### src/rtl/mmio_port_responder.sv
// rtl/mmio_port_responder.sv - MMIO responder: output port, synced input port, timer (MMIO_TIMER_EN)
module mmio_port_responder #(
  parameter logic [31:0] BASE_ADDR = 32'h1001_0400
) (
  input  logic        clk,
  input  logic        reset,
  input  logic [31:0] Address,
  input  logic [31:0] WriteData,
  input  logic        MemWrite,
  input  logic        MemRead,
  input  logic [7:0]  PortIn,
  output logic [31:0] ReadData,
  output logic        Hit,
  output logic [31:0] PortOut,
  output logic        Event
);

  localparam logic [2:0] OFS_PORTOUT = 3'd0;
  localparam logic [2:0] OFS_PORTIN  = 3'd1;
  localparam logic [2:0] OFS_STATUS  = 3'd2;
  localparam logic [2:0] OFS_TLOAD   = 3'd3;
  localparam logic [2:0] OFS_TCOUNT  = 3'd4;

  logic [2:0]  sel;
  logic        wr_en;
  logic        addr_unused;
  logic [7:0]  sync1;
  logic [7:0]  sync2;
  logic [7:0]  prev;
  logic [1:0]  status;
  logic [1:0]  status_next;
  logic [1:0]  w1c_mask;
  logic        chg_set;
  logic        exp_set;
  logic [31:0] rd_mux;

  // Word-granular decode: the two byte-lane bits never select anything.
  assign Hit         = (Address[31:5] == BASE_ADDR[31:5]);
  assign sel         = Address[4:2];
  assign wr_en       = Hit & MemWrite;
  assign addr_unused = ^Address[1:0];

  // Output port register, updated by stores to offset 0.
  always_ff @(posedge clk or negedge reset) begin
    if (!reset) begin
      PortOut <= 32'h0;
    end else if (wr_en && (sel == OFS_PORTOUT)) begin
      PortOut <= WriteData;
    end
  end

  // Two-flop synchronizer plus one history stage for change detection.
  always_ff @(posedge clk or negedge reset) begin
    if (!reset) begin
      sync1 <= 8'h0;
      sync2 <= 8'h0;
      prev  <= 8'h0;
    end else begin
      sync1 <= PortIn;
      sync2 <= sync1;
      prev  <= sync2;
    end
  end

  assign chg_set = (sync2 != prev);

`ifdef MMIO_TIMER_EN
  logic [31:0] load_q;
  logic [31:0] count_q;
  logic [31:0] load_next;
  logic [31:0] count_next;
  logic        tload_wr;

  assign tload_wr = wr_en && (sel == OFS_TLOAD);
  // Expiry is the reload point of the countdown; a simultaneous load write
  // still reports it.
  assign exp_set  = (count_q == 32'd1);

  // Timer next state: decrement, reload at 1, idle at 0; a load write overrides.
  always_comb begin
    load_next  = load_q;
    count_next = count_q;
    if (count_q > 32'd1) begin
      count_next = count_q - 32'd1;
    end else if (count_q == 32'd1) begin
      count_next = load_q;
    end
    if (tload_wr) begin
      load_next  = WriteData;
      count_next = WriteData;
    end
  end

  // Timer state registers.
  always_ff @(posedge clk or negedge reset) begin
    if (!reset) begin
      load_q  <= 32'h0;
      count_q <= 32'h0;
    end else begin
      load_q  <= load_next;
      count_q <= count_next;
    end
  end
`else
  assign exp_set = 1'b0;
`endif

  // Sticky flags: W1C clears first, then set events are OR'd in so a set
  // on the same edge as a clear wins.
  always_comb begin
    w1c_mask = 2'b00;
    if (wr_en && (sel == OFS_STATUS)) begin
      w1c_mask = WriteData[1:0];
    end
    status_next = (status & ~w1c_mask) | {exp_set, chg_set};
  end

  // Status flags and the event line, both loaded from the same next-state
  // value so Event never lags STATUS.
  always_ff @(posedge clk or negedge reset) begin
    if (!reset) begin
      status <= 2'b00;
      Event  <= 1'b0;
    end else begin
      status <= status_next;
      Event  <= |status_next;
    end
  end

  // Load data mux from current register state; gated by Hit && MemRead.
  always_comb begin
    rd_mux = 32'h0;
    case (sel)
      OFS_PORTOUT: rd_mux = PortOut;
      OFS_PORTIN:  rd_mux = {24'h0, sync2};
      OFS_STATUS:  rd_mux = {30'h0, status};
`ifdef MMIO_TIMER_EN
      OFS_TLOAD:   rd_mux = load_q;
      OFS_TCOUNT:  rd_mux = count_q;
`endif
      default:     rd_mux = 32'h0;
    endcase
    ReadData = (Hit && MemRead) ? rd_mux : 32'h0;
  end

endmodule

### config.mk
export PLATFORM = sky130hd
export DESIGN_NAME = mmio_port_responder
export DESIGN_NICKNAME = d
export VERILOG_FILES = /design/src/rtl/mmio_port_responder.sv
export SDC_FILE = /design/constraint.sdc
export NUM_CORES = 1
export LEC_CHECK = 0
export ABC_AREA = 1
export BUFFER_PORTS_ARGS = -buffer_cell sky130_fd_sc_hd__buf_2
export CORE_ASPECT_RATIO = 1.5
export CORE_MARGIN = 2
export CORE_UTILIZATION = 45
export DETAILED_ROUTE_END_ITERATION = 10
export PLACE_DENSITY = 0.79
export SETUP_SLACK_MARGIN = 0.4
export SLEW_MARGIN = 20
export SYNTH_ARGS = -nofsm -noshare
export SYNTH_HDL_FRONTEND = slang
export SYNTH_SLANG_ARGS = --single-unit
### constraint.sdc
create_clock -name clk -period 1.7 [get_ports clk]
set_input_delay 0.085 -clock clk [delete_from_list [all_inputs] [get_ports clk]]
set_output_delay 0.085 -clock clk [all_outputs]
set_load 0.005 [all_outputs]
; After elaboration in Yosys (flattened, before gate mapping)
; Index checks and enable logic that the tools add are counted.
[totals]
ff_bits = 59
latchBits = 0
ramBits = 0
rom_bits = 0
inputBits = 76
out_inout_bits = 66
wordCells = 22
memories = 0
[op_classes]
addsub = 0
mul = 0
div = 0
magnitude_cmp = 0
eq_ne = 4
n_shift = 0
mux = 3
bitwise = 4
reduce_logical = 5
[ops]
columns = operator, n
row1 = $pmux 32 s3, 1
row2 = $mux 32, 1
row3 = $eq 27x24->1 const B, 1
row4 = $ne 8x8->1, 1
row5 = $eq 3x1->1 const B, 1
row6 = $eq 3x2->1 const B, 1
row7 = $logic_and 1x1->1, 3
row8 = $logic_not 3->1, 1
row9 = $and 2x2->2, 1
row10 = $mux 2, 1
row11 = $not 2->2, 1
row12 = $or 2x1->2, 1
row13 = $reduce_or 2->1, 1
row14 = $and 1x1->1, 1

; Logic depth before layout (Yosys ltp)
[logic_depth]
word_depth = 8
mapped_depth = 9
mapped_depth_nobuf = 8

; Worst setup path before layout
; OpenSTA, ideal clock, no wires.
[synth_timing]
path_kind = input port to flip-flop
from = in Address[14]
to = reg PortOut[23]
setup_ps = 117
arrival_time_ps = 988
required_time_ps = 1583
path_slack_ps = 594
cell_stages = 9
path_buffers = 1
path_cell_list = nor2_1 > nand3b_1 > nor2_1 > nand2_1 > nor2_4 > nand3_4 > buf_6 > nand2_1 > o21ai_2
[synth_via]
elab_chain_cells = 3
[synth_rtl]
columns = item, line_no
row1 = start: declaration, 7  ; input logic [31:0] Address,
row2 = $eq 27x24->1, 38  ; assign Hit = (Address[31:5] == BASE_ADDR[31:5]);
row3 = via Hit, 13  ; output logic Hit,
row4 = $and 1x1->1, 40  ; assign wr_en = Hit & MemWrite;
row5 = $logic_and 1x1->1, 47  ; end else if (wr_en && (sel == OFS_PORTOUT)) begin
row6 = end signal: assignment, 48  ; PortOut <= WriteData;
row7 = end: declaration, 14  ; output logic [31:0] PortOut,
; The timed path passes the listed nets, and every way through them passes these cells.
; A chain may end at the register's enable or synchronous reset.

; Worst setup path in the final report
[layout_timing]
from = in Address[17]
to = out ReadData[6]
[layout_via]
elab_chain_cells = 3
[layout_rtl]
columns = item, line_no
row1 = $eq 27x24->1, 38
row2 = $logic_and 1x1->1, 143  ; ReadData = (Hit && MemRead) ? rd_mux : 32'h0;
row3 = $mux 32, 143
row4 = end: declaration, 12  ; output logic [31:0] ReadData,
; No other way between the ends.

==> impl_metrics.ini <==
[timing]
finalHoldViolCount = 0
clock.fmax_mhz = 701
setup_tns_ns = 0
rsz0062_at_grt = yes
setup_viol_count_final = 0
period_share_pct = 83.9
finalCriticalPeriod_ns = 1.43
skew_ns = 0.00712
worst_slew_pin_slew_ns = 0.328
relSlewSlack_pct = 78.1
drv_slew = 0
setup_ws_ns = 0.274

[global_routing]
grt_use_total_pct = 23.0
use_met3_pct = 4.71
use_met2_pct = 41.7
antenna_found_initial = 0
overflow = 0
grt-busiest-layer = met2
grt_max_degree = 65
grt_pass1_vias = 2653
met1_usage_pct = 24.5
grt_pass1_wl_microns = 11700

[detailed_routing]
via_per_inst = 4.67
drt-initial-drc-count = 98
drt_wl_total_microns = 8250
ant_nets = 0
num_vias = 2786
drt-pass1-iter-count = 5
drc = 0
wl_per_cell_microns = 13.8

[clock_tree]
clock-sinks = 59
htreeDepth = 3
cts_made_buffers = 9
cts_tree = done
path_clk_slew_ns = 0.06
clock_latency_ns = 0.32
cts_buffer_depth = 2
clockRootBuffer = clkbuf_8

[worst_setup_path]
r2r_slack_ns = 0.55
crit_arrival_ns = 1.34
end_kind = output port
critPathMaxFanout = 8
worst-endpoint-required_ns = 1.62
reg2reg_depth = 5
crit_path_start_kind = input port
r2r-start = sync2[0]$_DFF_PN0_
worstSetupPathType = in -> out
regToRegEndpoint = Event$_DFF_PN0_

[pwr]
p_leak_nw = 2.30
p_switching_mw = 0.665
power_frac_clock_pct = 36.6
p_comb_share_pct = 11.7
switching_share_pct = 23.7
max-vdd-ir-drop_uv = 563
power_density_mw_per_mm2 = 639
pwr-share-seq_pct = 51.7
p_int_mw = 2.14

[worst_hold_path]
holdCritStartpoint = WriteData[25]
hold_end = PortOut[25]$_DFFE_PN0P_
hold_path_depth = 3
min_path_type = in -> reg

[floorplan]
start_util_pct = 45.9
core_sq_mm = 0.00604
die_h_microns = 100
rows = 35
die_w_microns = 68.1
dieArea_sq_mm = 0.00682
ios = 142

[layout]
fillers = 453
area_growth_pct = 58.1
antenna_cells = 0
final_net_count = 593
fin_area_sq_mm = 0.00439
drive_gt1_share_pct = 42.1
fin_cells = 596

[place]
io_buffers = 139
dp_hpwl_microns = 4840
placed_area_sq_mm = 0.00353
place_inst = 531
place.gp.congestion = 0.776
place_ws_ns = 0.213

[synth]
syn_area_per_cell_sq_um = 8.59
netlist_instances = 323
yosysTopAreaCell = dfrtp_1
synth_cell_type_count = 20
synthTopCellsByArea = dfrtp_1 53%, nand2_1 12%, o21ai_2 7.3%
syn-cell-area_sq_mm = 0.00278
syn_nets = 399
synth_top_area_share_pct = 53.2
yosysSeqAreaShare_pct = 53.2
yosysWarnings = 0
ys_seq_elements = 59

[run_status]
status = finished, final reports clean

[flow_run]
drv_cap = 0
==> cell usage in the layout, fill, tap and decap left out, types with 2 or more instances in the layout <==
master         instances
a21oi_1                3
a21oi_2                6
a22o_1                 2
buf_12                 4
buf_2                129
buf_4                 10
buf_6                 11
clkbuf_1               2
clkbuf_16              2
clkbuf_8               9
clkinv_2               3
clkinvlp_4             2
dfrtp_1               59
dlygate4sd3_1         38
inv_1                 46
nand2_1               88
nand3_1                2
nand3_4                2
nand3b_1               3
nand4_1                4
nor2_1                38
nor2_2                 8
nor2_4                 6
nor3_2                 2
o21ai_1                9
o21ai_2               23
xnor2_1                8
==> worst max-delay path, cell delays in order <==
cell and delay, ns:
buf_6 0.09, nor2_1 0.11, nand2_1 0.07, nor2_1 0.13
nand2_1 0.11, nor2_4 0.21, nand3_4 0.18, a21oi_1 0.20
buf_2 0.14
==> cells by family after synthesis <==
| kind of cell | synth area share (%) |
|---|---|
| DFF | 53.2 |
| buffers and inverters | 10.1 |
| xor gates and xnor gates | 2.52 |
| and+or+nand+nor | 23.1 |
| AOI/OAI and AO/OA | 11.1 |
==> cells in the mapped netlist, drive strengths merged <==
cell type / count
nor2: 52
nand3b: 3
a21oi: 9
inv: 47
or2: 1
nand4: 4
a22o: 2
o21ai: 32
dfrtp: 59
nand3: 4
clkbuf: 2
nor3: 2
buf: 9
nand2: 89
xnor2: 8
==> registers in the layout (all words and copies together), names as in the netlist <==
signal	flops
status	2
sync1	8
sync2	8
prev	8
PortOut	32
Event	1
==> layout make-up <==
| class | count | area [sq um] | share of cell area, % |
|---|---|---|---|
| tap | 74 | 92.6 | 2.11 |
| clock buffer | 11 | 131 | 2.99 |
| inverter | 47 | 176 | 4.02 |
| multi-input combinational | 206 | 1120 | 25.6 |
| clock inverter | 5 | 30.0 | 0.685 |
| sequential | 59 | 1480 | 33.7 |
| timing repair buffer | 194 | 1360 | 30.9 |
==> per-layer routing <==
metal | wire length, microns | up-vias
li1 | - | 1375
met1 | 3010 | 1292
met2 | 4650 | 109
met3 | 476 | 10
met4 | 119 | 0
met5 | 0 | -
==> power by group through the flow <==
stage / Combinational [mW] / Clock, mW / Sequential [mW]
2_1_floorplan: 0.0770 / 0 / 1.47
3_3_place_gp: 0.212 / 0 / 1.47
3_5_place_dp: 0.219 / 0 / 1.48
4_1_cts: 0.298 / 1.06 / 1.45
5_1_grt: 0.363 / 1.13 / 1.45
6_report: 0.329 / 1.03 / 1.45
==> repair_timing <==
action,4_1_cts,5_1_grt
pin swaps,5,13
hold buffers,38,0
gates cloned,0,3
endpoints found under the hold margin,82,0
endpoints found under the setup margin,32,32
gates resized for setup,3,41
buffers inserted,6,2
==> worst max path at each step <==
stage | from | endpoint | slack [ns] | cells past startpoint
2_1_floorplan | Address[14] | PortOut[23]$_DFFE_PN0P_ | 0.59 | 9
3_3_place_gp | Address[14] | ReadData[2] | 0.24 | 9
3_5_place_dp | Address[14] | ReadData[6] | 0.21 | 9
4_1_cts | Address[21] | ReadData[23] | 0.39 | 10
5_1_grt | Address[20] | ReadData[6] | 0.21 | 9
6_report | Address[17] | ReadData[6] | 0.27 | 9
==> per-stage QoR <==
stage	total power, mW	util, %	hold WS [ns]
after detailed placement	1.70	58.4	0.00270
after floorplan	1.55	-	-0.211
after CTS	2.81	68.6	0.00559
after global placement	1.69	58.4	-0.0115
final	2.80	72.6	0.0280
after global routing	2.94	72.6	0.0193
Note: power is estimated with default switching activity, not from simulation.
